--- config.mk ---
export PLATFORM = sky130hd
export DESIGN_NAME = tempo_tick_gen_flat
export DESIGN_NICKNAME = d
export VERILOG_FILES = /design/src/rtl/tempo_tick_gen_pkg.sv /design/src/rtl/tempo_tick_gen_if.sv /design/src/rtl/tempo_tick_gen_divider.sv /design/src/rtl/tempo_tick_gen.sv /design/src/flat_wrapper.sv
export SDC_FILE = /design/constraint.sdc
export NUM_CORES = 1
export LEC_CHECK = 0
export BUFFER_PORTS_ARGS = -buffer_cell sky130_fd_sc_hd__clkbuf_2
export CAP_MARGIN = 0
export CORE_MARGIN = 2
export CORE_UTILIZATION = 40
export CTS_BUF_LIST = sky130_fd_sc_hd__clkbuf_2
export DETAILED_ROUTE_END_ITERATION = 6
export PLACE_DENSITY_LB_ADDON = 0.15
export SLEW_MARGIN = 20
export SYNTH_ARGS = -nofsm -noshare
export SYNTH_HDL_FRONTEND = slang
export SYNTH_SLANG_ARGS = --single-unit
export TNS_END_PERCENT = 50
--- constraint.sdc ---
create_clock -name clock -period 5.6 [get_ports clock]
set_input_delay 0.28 -clock clock [delete_from_list [all_inputs] [get_ports clock]]
set_output_delay 0.28 -clock clock [all_outputs]
set_load 0.05 [all_outputs]
--- src/rtl/tempo_tick_gen_pkg.sv ---
// tempo_pkg: shared state encoding, period floor and index-width helper for the tempo timebase
package tempo_pkg;
  typedef enum logic [1:0] {IDLE, RUN, PAUSED} state_t;
  localparam int MIN_PERIOD = 2;
  function automatic int idx_w(input int n);
    return n > 1 ? $clog2(n) : 1;
  endfunction
endpackage

--- src/rtl/tempo_tick_gen_if.sv ---
// tempo_tick_gen_if: control inputs (start/stop/pause/period load) and tick/beat/bar/position outputs; master drives controls, slave is the timebase
interface tempo_tick_gen_if #(
  parameter int PERIOD_W = 32,
  parameter int TICKS_PER_BEAT = 8,
  parameter int BEATS_PER_BAR = 4,
  parameter int BAR_W = 16
);
  import tempo_pkg::*;
  localparam int TW = idx_w(TICKS_PER_BEAT);
  localparam int BW = idx_w(BEATS_PER_BAR);
  logic start;
  logic stop;
  logic pause;
  logic period_load;
  logic [PERIOD_W-1:0] period_in;
  logic tick;
  logic beat;
  logic bar;
  logic [TW-1:0] tick_idx;
  logic [BW-1:0] beat_idx;
  logic [BAR_W-1:0] bar_count;
  logic running;
  logic period_err;
  modport master (
    output start, stop, pause, period_load, period_in,
    input tick, beat, bar, tick_idx, beat_idx, bar_count, running, period_err
  );
  modport slave (
    input start, stop, pause, period_load, period_in,
    output tick, beat, bar, tick_idx, beat_idx, bar_count, running, period_err
  );
endinterface

--- src/rtl/tempo_tick_gen_divider.sv ---
// tick_divider: clocks-per-tick counter with shadow/active period, wrap strobe, registered tick and period_err (ports: clock, reset, en, clr, sync, load, period_in, wrap, tick, period_err)
module tick_divider #(
  parameter int PERIOD_W = 32,
  parameter logic [PERIOD_W-1:0] DEFAULT_PERIOD = 1_562_500,
  parameter int MIN_PERIOD = 2
) (
  input  logic clock,
  input  logic reset,
  input  logic en,
  input  logic clr,
  input  logic sync,
  input  logic load,
  input  logic [PERIOD_W-1:0] period_in,
  output logic wrap,
  output logic tick,
  output logic period_err
);
  logic [PERIOD_W-1:0] cnt, active, shadow, shadow_d;
  logic load_ok;
  // active only changes at a tick boundary (or while idle/stopped), so cnt never overshoots P-1
  always_comb begin
    load_ok = load && period_in >= PERIOD_W'(MIN_PERIOD);
    shadow_d = load_ok ? period_in : shadow;
    wrap = en && cnt == active - 1'b1;
  end
  always_ff @(posedge clock) begin
    if (reset) begin
      cnt <= '0;
      active <= DEFAULT_PERIOD;
      shadow <= DEFAULT_PERIOD;
      tick <= 1'b0;
      period_err <= 1'b0;
    end else begin
      shadow <= shadow_d;
      cnt <= (clr || wrap) ? '0 : en ? cnt + 1'b1 : cnt;
      active <= (clr || sync || wrap) ? shadow_d : active;
      tick <= wrap && !clr;
      period_err <= load && !load_ok;
    end
  end
endmodule

--- src/rtl/tempo_tick_gen.sv ---
// tempo_tick_gen: run/pause/stop FSM around tick_divider with beat and bar grouping (ports: clock, reset, bus slave modport)
module tempo_tick_gen import tempo_pkg::*; #(
  parameter int PERIOD_W = 32,
  parameter int DEFAULT_PERIOD = 1_562_500,
  parameter int TICKS_PER_BEAT = 8,
  parameter int BEATS_PER_BAR = 4,
  parameter int BAR_W = 16
) (
  input logic clock,
  input logic reset,
  tempo_tick_gen_if.slave bus
);
  localparam int TW = idx_w(TICKS_PER_BEAT);
  localparam int BW = idx_w(BEATS_PER_BAR);
  state_t state;
  logic en, wrap, tick_last, beat_last;
  // the counter advances in any cycle whose next state is RUN, so the start cycle counts
  // and the first tick lands exactly P cycles after start
  always_comb begin
    en = !bus.stop && (state == IDLE ? bus.start : !bus.pause);
    tick_last = bus.tick_idx == TW'(TICKS_PER_BEAT - 1);
    beat_last = bus.beat_idx == BW'(BEATS_PER_BAR - 1);
  end
  tick_divider #(
    .PERIOD_W(PERIOD_W),
    .DEFAULT_PERIOD(PERIOD_W'(DEFAULT_PERIOD)),
    .MIN_PERIOD(MIN_PERIOD)
  ) u_div (
    .clock(clock),
    .reset(reset),
    .en(en),
    .clr(bus.stop),
    .sync(state == IDLE),
    .load(bus.period_load),
    .period_in(bus.period_in),
    .wrap(wrap),
    .tick(bus.tick),
    .period_err(bus.period_err)
  );
  always_ff @(posedge clock) begin
    if (reset || bus.stop) begin
      state <= IDLE;
      bus.tick_idx <= '0;
      bus.beat_idx <= '0;
      bus.bar_count <= '0;
      bus.beat <= 1'b0;
      bus.bar <= 1'b0;
      bus.running <= 1'b0;
    end else begin
      state <= state == IDLE ? (bus.start ? RUN : IDLE) : (bus.pause ? PAUSED : RUN);
      bus.running <= state != IDLE || bus.start;
      bus.beat <= wrap && tick_last;
      bus.bar <= wrap && tick_last && beat_last;
      bus.tick_idx <= wrap ? (tick_last ? '0 : bus.tick_idx + 1'b1) : bus.tick_idx;
      bus.beat_idx <= (wrap && tick_last) ? (beat_last ? '0 : bus.beat_idx + 1'b1) : bus.beat_idx;
      bus.bar_count <= bus.bar_count + BAR_W'(wrap && tick_last && beat_last);
    end
  end
endmodule

--- src/flat_wrapper.sv ---
// flat-port wrapper written by rule: the top's interface ports become plain ports
module tempo_tick_gen_flat import tempo_pkg::*;
#(
  parameter int PERIOD_W = 32,
  parameter int DEFAULT_PERIOD = 1_562_500,
  parameter int TICKS_PER_BEAT = 8,
  parameter int BEATS_PER_BAR = 4,
  parameter int BAR_W = 16
)
  (clock, reset, bus_start, bus_stop, bus_pause, bus_period_load, bus_period_in, bus_tick, bus_beat, bus_bar, bus_tick_idx, bus_beat_idx, bus_bar_count, bus_running, bus_period_err);
  tempo_tick_gen_if #(.PERIOD_W(PERIOD_W), .TICKS_PER_BEAT(TICKS_PER_BEAT), .BEATS_PER_BAR(BEATS_PER_BAR), .BAR_W(BAR_W)) bus_i ();
  input logic clock;
  input logic reset;
  input wire logic [$bits(bus_i.start)-1:0] bus_start;
  input wire logic [$bits(bus_i.stop)-1:0] bus_stop;
  input wire logic [$bits(bus_i.pause)-1:0] bus_pause;
  input wire logic [$bits(bus_i.period_load)-1:0] bus_period_load;
  input wire logic [$bits(bus_i.period_in)-1:0] bus_period_in;
  output wire logic [$bits(bus_i.tick)-1:0] bus_tick;
  output wire logic [$bits(bus_i.beat)-1:0] bus_beat;
  output wire logic [$bits(bus_i.bar)-1:0] bus_bar;
  output wire logic [$bits(bus_i.tick_idx)-1:0] bus_tick_idx;
  output wire logic [$bits(bus_i.beat_idx)-1:0] bus_beat_idx;
  output wire logic [$bits(bus_i.bar_count)-1:0] bus_bar_count;
  output wire logic [$bits(bus_i.running)-1:0] bus_running;
  output wire logic [$bits(bus_i.period_err)-1:0] bus_period_err;
  assign bus_i.start = bus_start;
  assign bus_i.stop = bus_stop;
  assign bus_i.pause = bus_pause;
  assign bus_i.period_load = bus_period_load;
  assign bus_i.period_in = bus_period_in;
  assign bus_tick = bus_i.tick;
  assign bus_beat = bus_i.beat;
  assign bus_bar = bus_i.bar;
  assign bus_tick_idx = bus_i.tick_idx;
  assign bus_beat_idx = bus_i.beat_idx;
  assign bus_bar_count = bus_i.bar_count;
  assign bus_running = bus_i.running;
  assign bus_period_err = bus_i.period_err;
  tempo_tick_gen #(.PERIOD_W(PERIOD_W), .DEFAULT_PERIOD(DEFAULT_PERIOD), .TICKS_PER_BEAT(TICKS_PER_BEAT), .BEATS_PER_BAR(BEATS_PER_BAR), .BAR_W(BAR_W)) u_core (.clock(clock), .reset(reset), .bus(bus_i));
endmodule
# Yosys cells after proc, flatten, opt, wreduce, memory -nomap -nowiden
# Index checks and enable logic that the tools add are counted.
# Widths: inputs -> output; s select.
dict set report totals {
  ff_bits 124
  latchBits 0
  ramBits 0
  mem_bits_ro 0
  output_inout_bits 26
  word_cells 46
  mem_count 0
}
dict set report op_classes {
  add_sub_neg 5
  n_mul 0
  div 0
  n_lt_le_gt_ge 1
  n_eq_ne 3
  n_shift 0
  n_mux 7
  bitwise 0
  n_reduce_logical 18
}
# cell count
set ops {}
lappend ops {{$add 32x1->32 const B} 1}
lappend ops {{$eq 32x32->1} 1}
lappend ops {{$ge 32x2->1 const B} 1}
lappend ops {{$mux 32} 1}
lappend ops {{$sub 32x1->32 const B} 1}
lappend ops {{$add 16x1->16} 1}
lappend ops {{$logic_and 1x1->1} 7}
lappend ops {{$mux 2} 3}
lappend ops {{$logic_or 1x1->1} 5}
lappend ops {{$add 3x1->3 const B} 1}
lappend ops {{$eq 3x3->1 const B} 1}
lappend ops {{$logic_not 1->1} 3}
lappend ops {{$mux 3} 1}
lappend ops {{$add 2x1->2 const B} 1}
lappend ops {{$eq 2x2->1 const B} 1}
lappend ops {{$logic_not 2->1} 1}
lappend ops {{$mux 1} 2}
lappend ops {{$reduce_bool 2->1} 1}
lappend ops {{$reduce_or 2->1} 1}

# Depth between registers and ports, before layout
# Gate-level depths: netlist (run 1).
dict set report depth {
  ltp_word 7
  mapped_depth 16
  ltp_nobuf 16
}

# Hierarchy
# From an unflattened synthesis (run 1), not the netlist that was laid out.
dict set report unflattened {
  cells_unflattened 777
  area_unflattened_um2 6966.7
}
# module instances cells_per_inst area_each_um2 seq_area_each_um2
set by_module_without_submodules {}
lappend by_module_without_submodules {tick_divider 1 653 5828.1 1961.9}
lappend by_module_without_submodules {tempo_tick_gen 1 124 1138.6 520.5}

# Worst setup path after synthesis (run 1)
# No wires, ideal clock.
dict set report synth_timing {
  path_type {register to register}
  from {register u_core.u_div.active[18]}
  to {register u_core.bus.bar_count[15]}
  setup_time_ns 0.071
  arrival_time_ns 3.700
  setup_slack_ns 1.829
  stages_incl_launch_ff 15
  path_cell_list {dfxtp_1 or3_4 or3_1 nor3_2 mux2_2 nor4_1 nor3b_1 nand4_1 nor2_1 ha_1 and3_1 clkbuf_1 nand2_1 or3_1 a21oi_1}
}
dict set report synth_between {
  elab_chain_len 6
}
# element line
set synth_lines {}
lappend synth_lines {{from (decl)} tempo_tick_gen_divider.sv:18} ;# logic [PERIOD_W-1:0] cnt, active, shadow, shadow_d;
lappend synth_lines {{from (signal assigned)} tempo_tick_gen_divider.sv:36} ;# active <= (clr || sync || wrap) ? shadow_d : active;
lappend synth_lines {{$sub 32x1->32} tempo_tick_gen_divider.sv:24} ;# wrap = en && cnt == active - 1'b1;
lappend synth_lines {{$eq 32x32->1} tempo_tick_gen_divider.sv:24}
lappend synth_lines {{$logic_and 1x1->1} tempo_tick_gen_divider.sv:24}
lappend synth_lines {{$logic_and 1x1->1 (2 in a row)} tempo_tick_gen.sv:56} ;# bus.bar_count <= bus.bar_count + BAR_W'(wrap && tick_last && beat_last);
lappend synth_lines {{$add 16x1->16} tempo_tick_gen.sv:56}
lappend synth_lines {{to (signal assigned)} tempo_tick_gen.sv:56}
lappend synth_lines {{to (decl)} tempo_tick_gen_if.sv:30} ;# output tick, beat, bar, tick_idx, beat_idx, bar_count, running, period_err
# Every way passes these cells.
# A chain may end at the register's enable or synchronous reset.

# Worst setup path in the final report (run 1)
dict set report layout_timing {
  from {register u_core.u_div.active[2]}
  to {register u_core.bus.bar_count[15]}
}
# Same word-level chain as after synthesis.

==> out/qor.txt, run 1 <==
Worst skew pair latency: 0.69 ns
Post-synth net total: 757
TNS Setup: 0 ns
DIE WIDTH: 132 um
Result of the run: finished, violations left
R2R depth: 13
Initial Utilization: 41.0%
Post-synthesis cell type count: 63
Power Density: 229 mW/mm^2
Clk network pwr share: 33.3%
Ys flop type: dfxtp_1
CTS hold repair buffers: 38
Antenna Nets Post-Route: 0
# clock sinks: 124
Rel. slew slack: 46.4%
Hold Vio Cnt, Final: 0
Synthesized flop and latch total: 124
Nets: 851
Number of DRC markers in iteration 0: 231
First-pass GRT wire length: 25900 um
Seq/Total Area, Yosys: 38.1%
Maximum Capacitance Violations: 0
Commonest non-fill, non-tap cell in the layout: dfxtp_1
Root Buffer: clkbuf_2
Worst-margin pin slew: 0.798 ns
Arrival @ worst endpoint: 4.85 ns
Reg power frac: 54.1%
Setup bufs post-CTS: 0
Resize count post-CTS: 0
Async S/R FF share, synth: 0%
Residual DRC count: 11
Largest net degree at the start of global routing: 69
DIE AREA: 0.0173 sq mm
Most frequent cells in the layout: dfxtp_1 (124), nor2_1 (103), clkbuf_2 (82)
Num ports: 64
Post-DP Area: 0.00701 sq mm
Number of fill cells in the layout: 1566
Cell area after layout: 0.00763 sq mm
Max clock buf depth: 2
Vias in the first global route: 5218
Worst min path class: input pin to flop
Max Slew Vio Count: 0
Top cell type's share of synthesized area: 38.1%
Setup-failing EPs final: 0
Pwr Total: 1.75 mW
Cell internal pwr: 1.27 mW
Cell taking the most area after synthesis: dfxtp_1
WS Path Type: flop to flop
WHS Path Cells: 3
1st-pass router iterations: 7
Die height: 132 um
Gr usage total: 18.4%
Clk_skew: 0.0299 ns
DP Wirelength: 11200 um
Hold WS: 0.0832 ns
Net switching power: 0.476 mW
Gr ovfl total: 0
Syn Std Cell Area: 0.00651 sq mm
Via density: 5.16
CTS buffer count: 17
Synth area leaders: dfxtp_1 (38%), mux2_4 (6.9%), xnor2_1 (6.2%)
CP Data Required Time: 6.24 ns
RSZ-0062 raised after global routing: false
Combinational share of power: 12.6%
Post-Layout Cell Count: 1036
Final Critical Period: 4.22 ns
LEAKAGE: 2.99 nW
Syn. warnings: 0
Failing checks: design-rule violations
Routed length per instance: 15.0 um
EDFF count, synth: 0
Setup crit start kind: flop
DP Cell Count: 965
Share of layout cells above drive strength 1: 19.9%
Syn avg cell area: 9.15 sq um
Global placement routability congestion: 0.873
Site row count: 46
WL final: 15500 um
Core ar.: 0.0159 sq mm
Cells after Synth: 712
VDD IR-drop max: 0.186 mV
H-tree depth: 4
Final period util: 75.3%
Switch share: 27.2%
Clock slew at reported path FFs: 0.18 ns
IO Port Bufs: 63
Fmax: 237 MHz
Area Growth Syn to Fin: 17.2%
Worst Setup End Kind: flop
CP Max Fanout: 9
Initial antenna violation count: 1
TritonCTS clock tree: yes
Via count: 5341
[stage by stage]
step	utilization, %	worst slack [ns]
after floorplan	-	1.83
after global placement	44.1	1.56
after detailed placement	44.1	1.42
after CTS	48.0	1.36
after global routing	48.1	0.978
final	48.1	1.38
[path summary, 6_finish.rpt]
kind | startpoint | endpoint | slack, ns
setup / recovery | u_core.u_div.active[2] | u_core.bus.bar_count[15] | 1.38
hold / removal | bus_stop | u_core.state[1] | 0.08
setup reg to reg | u_core.u_div.active[2] | u_core.bus.bar_count[15] | 1.38
hold reg to reg | u_core.u_div.shadow[20] | u_core.u_div.shadow[20] | 0.49
[state kept, by name, indices dropped and copies added (netlist names)]
name	cells
u_core.state	2
u_core.bus.bar	1
u_core.bus.tick_idx	3
u_core.bus.bar_count	16
u_core.bus.running	1
u_core.u_div.period_err	1
u_core.bus.beat	1
u_core.u_div.tick	1
u_core.u_div.cnt	32
u_core.bus.beat_idx	2
u_core.u_div.active	32
u_core.u_div.shadow	32
[Yosys cell counts (3+ instances only)]
library cell,instances
a211o_1,11
a211oi_1,3
a21oi_1,9
a311oi_1,3
a31oi_1,5
and2_1,11
and3_1,12
and4_1,10
buf_2,5
buf_6,3
clkbuf_1,20
dfxtp_1,124
ha_1,7
inv_1,20
mux2_2,3
mux2_4,30
mux2i_1,22
nand2_1,33
nand2b_1,5
nand3_1,16
nand3b_1,5
nand4_1,18
nor2_1,103
nor2b_1,26
nor3_1,25
nor3_2,3
nor3b_1,3
nor4_1,15
nor4b_1,5
o21ai_0,7
o31ai_1,4
or2_2,16
or3_1,8
or3_4,4
or4_1,4
xnor2_1,46
xor2_1,34
[routing by layer]
metal	vias up	share of wire, %	track usage, %
li1	2703	-	-
met2	132	44	28.8
met4	0	1.4	6.22
met3	19	3.9	4.36
met1	2487	50	25.0
met5	-	0	0
[power groups by stage]
| stage | registers [mW] | logic (mW) | clock network (mW) |
|---|---|---|---|
| floorplan | 0.955 | 0.154 | 0 |
| global placement | 0.964 | 0.198 | 0 |
| detailed placement | 0.966 | 0.200 | 0 |
| CTS | 0.948 | 0.221 | 0.606 |
| global route | 0.954 | 0.243 | 0.646 |
| finish | 0.948 | 0.221 | 0.582 |
[layout make-up]
class | count | area (sq um) | share of cell area, %
timing repair buffer | 105 | 726 | 9.51
antenna | 1 | 2.50 | 0.0328
clock buffer | 19 | 95.1 | 1.25
multi-input combinational | 538 | 3830 | 50.2
inverter | 20 | 75.1 | 0.983
sequential | 124 | 2480 | 32.5
tap | 216 | 270 | 3.54
clock inverter | 13 | 150 | 1.97
[worst max-delay path, stage by stage, from the launching register on]
cell	delay (ns)
dfxtp_1	0.45
nor4_4	0.46
nand4_1	0.36
nor3_2	0.25
mux2_2	0.37
nor4_1	0.45
nor3b_1	0.39
nand4_1	0.22
nor2_1	0.14
ha_1	0.17
and3_1	0.31
nand2_1	0.10
or3_1	0.34
a21oi_1	0.15
[logic make-up (layout without fill, tap and decap cells)]
| kind of cell | count (synthesis) | after routing | share of synthesized area, % |
|---|---|---|---|
| AND/OR/NAND/NOR | 332 | 332 | 28.2 |
| flip-flops | 124 | 124 | 38.1 |
| XOR/XNOR | 80 | 80 | 10.8 |
| AO/OA/AOI/OAI | 64 | 64 | 7.40 |
| multiplexers | 55 | 55 | 10.8 |
| buffers and inverters | 50 | 157 | 3.32 |
| adder cells (fa/ha/maj) | 7 | 7 | 1.34 |
| other | 0 | 1 | 0 |
(Power assumes the default switching activity.)
==> run 2: changes to the inputs <==
--- a/config.mk
+++ b/config.mk
@@ -5,6 +5,7 @@
 export SDC_FILE = /design/constraint.sdc
 export NUM_CORES = 1
 export LEC_CHECK = 0
+export ABC_AREA = 1
 export BUFFER_PORTS_ARGS = -buffer_cell sky130_fd_sc_hd__clkbuf_2
 export CAP_MARGIN = 0
 export CORE_MARGIN = 2
==> constraint.sdc (replaced) <==
create_clock -name clock -period 3.5 [get_ports clock]
set_input_delay 0.175 -clock clock [delete_from_list [all_inputs] [get_ports clock]]
set_output_delay 0.175 -clock clock [all_outputs]
set_load 0.05 [all_outputs]
==> run 2 against run 1 <==
Compared with the run above:
- the run now ends clean
- flip-flop and latch count did not move
- critical path depth rose by 12
- global-route usage is 2.6 points higher
- routed wire length up 31%
- sequential power up 60%
- combinational power grew to 2.7 times the previous value
- power increased by 82%
- non-clock buffer count increased by 118
==> out/qor.txt, run 2 <==
Setup crit start kind: flop
Worst skew pair latency: 0.71 ns
CP peak stage delay: 0.36 ns
Arrival @ worst endpoint: 4.01 ns
Syn. warnings: 0
Fmax: 298 MHz
Initial antenna violation count: 1
Number of DRC markers in iteration 0: 325
Global placement routability congestion: 0.894
Max clock buf depth: 2
Die height: 141 um
R2R Path Start: u_core.u_div.active[1]
Reg2reg setup slack: 0.15 ns
Top-count cell post-synth: nand2_1
R2R depth: 25
TritonCTS clock tree: yes
Final period util: 95.8%
Worst-margin pin slew: 1.03 ns
Power Density: 326 mW/mm^2
Commonest non-fill, non-tap cell in the layout: nand2_1
CP Data Required Time: 4.16 ns
Synth Area in Simple Gates: 41.4%
Largest family of logic cells by synthesized area: simple AND/OR/NAND/NOR gates
Clock slew at reported path FFs: 0.21 ns
# clock sinks: 124
Worst min path class: input pin to flop
Ys flop type: dfxtp_1
Initial Utilization: 40.5%
Hold_sp: reset
LEAKAGE: 4.55 nW
H-tree depth: 4
Most used cell, CP: nor2_2
TNS Setup: 0 ns
Clk_skew: 0.0406 ns
Post-synthesis cell type count: 39
CTS buffer count: 17
Gr ovfl total: 0
CP Max Fanout: 6
Pwr Total: 3.19 mW
Result of the run: complete, no violations
DIE AREA: 0.0199 sq mm
Gr usage total: 21.0%
Antenna Nets Post-Route: 0
WS Path Type: flop to flop
Final Critical Period: 3.35 ns
Slowest-stage cell, CP: dfxtp_2
Cell taking the most area after synthesis: dfxtp_1
Setup-failing EPs final: 0
Routed length per instance: 12.7 um
DIE WIDTH: 141 um
Cells after Synth: 1154
Root Buffer: clkbuf_2
Nets: 1406
Max Slew Vio Count: 0
Area Growth Syn to Fin: 30.1%
Share of layout cells above drive strength 1: 26.0%
WHS Path Cells: 2
WL final: 20400 um
Synthesized flop and latch total: 124
1st-pass router iterations: 7
RSZ-0062 raised after global routing: true
Xor/xnor cell area share of the yosys netlist: 6.07%
EDFF count, synth: 0
Post-layout util: 52.7%
VDD IR-drop max: 0.228 mV
Maximum Capacitance Violations: 0
Via density: 4.65
Synth top cells by count: nand2_1 (281), nor2_1 (193), inv_1 (154), dfxtp_1 (124), nand3_1 (89)
Bufs and invs on worst path: 2
Mux cell area share after synthesis: 1.03%
Seq/Total Area, Yosys: 33.0%
Worst Setup End Kind: flop
Hold Vio Cnt, Final: 0
Async S/R FF share, synth: 0%
Num ports: 64
R2R Path End: u_core.bus.bar_count[15]
Site row count: 50
Synth Area in Adders: 1.16%
DP Wirelength: 15500 um
Worst path top cell family by delay: simple AND/OR/NAND/NOR gates
Synth area leaders: dfxtp_1 (33%), nand2_1 (14%), nor2_1 (9.6%)
Post-synth net total: 1199
Residual DRC count: 0
Top cell type's share of synthesized area: 33.0%
First-pass GRT wire length: 33500 um
Hold WS: 0.0611 ns
Largest net degree at the start of global routing: 36
Via count: 7476
Hold Crit Endpoint: u_core.u_div.shadow[28]
Synth Area in Compound Gates: 6.73%
Vias in the first global route: 6900
Syn avg cell area: 6.52 sq um
Most frequent cells in the layout: nand2_1 (267), nor2_1 (176), inv_1 (149)
Core ar.: 0.0186 sq mm
Syn Std Cell Area: 0.00752 sq mm
Largest registers: u_core.u_div.active: 32 flops, u_core.u_div.cnt: 32 flops, u_core.u_div.shadow: 32 flops
Rel. slew slack: 31.5%
IO Port Bufs: 63
==> run 2: cell families after synthesis <==
logic type               Yosys count
flip-flops                       124
AND/OR/NAND/NOR                  684
AO/OA/AOI/OAI                     89
XOR/XNOR                          49
multiplexers                       7
adder cells (fa/ha/maj)            7
buffers and inverters            194
==> run 2: worst max-delay path by stage <==
stage,cells past startpoint,start,slack [ns],endpoint
after floorplan,26,u_core.u_div.active[0],0.04,u_core.bus.bar_count[14]
after global placement,25,u_core.u_div.active[1],-0.24,u_core.bus.bar_count[14]
after detailed placement,25,u_core.u_div.active[0],-0.33,u_core.bus.bar_count[14]
after CTS,26,u_core.u_div.active[1],-0.02,u_core.bus.bar_count[14]
after global routing,24,u_core.u_div.active[0],-0.18,u_core.bus.bar_count[15]
final,25,u_core.u_div.active[1],0.15,u_core.bus.bar_count[15]
==> run 2: layout make-up <==
type | count | area, sq um
clock inverter | 14 | 194
fill | 1883 | 8790
inverter | 158 | 593
clock buffer | 17 | 85.1
antenna | 2 | 5.00
sequential | 124 | 2500
multi-input combinational | 837 | 4510
tap | 234 | 293
timing repair buffer | 223 | 1620
==> run 2: power by group <==
group	internal (mW)	total [mW]	switching, mW
Sequential	1.47	1.52	0.0456
Combinational	0.279	0.599	0.320
Clock	0.468	1.07	0.604
Total	2.22	3.19	0.970
==> run 2: per-layer routing <==
metal	GRT usage (%)	wire [um]	vias to the layer above	part of all wire (%)
li1	-	-	4028	-
met1	29.8	10500	3298	51
met2	32.7	8940	133	44
met3	3.63	689	17	3.4
met4	6.05	313	0	1.5
met5	0	0	-	0
==> run 2: repair_timing <==
| action | in CTS | in global routing |
|---|---|---|
| gates resized for setup | 27 | 55 |
| endpoints found under the hold margin | 82 | 0 |
| cloned | 1 | 0 |
| setup buffers | 0 | 8 |
| pin swaps | 12 | 41 |
| setup endpoints to repair | 6 | 7 |
| hold buffers | 37 | 0 |
==> run 2: per-stage QoR <==
stage / setup WS, ns / instance area [sq um] / cells
finish: 0.147 / 9790 / 1609
floorplan: 0.0382 / 7530 / 1154
global route: -0.177 / 9790 / 1609
CTS: -0.0205 / 9550 / 1599
detailed placement: -0.326 / 8810 / 1530
global placement: -0.242 / 8810 / 1530
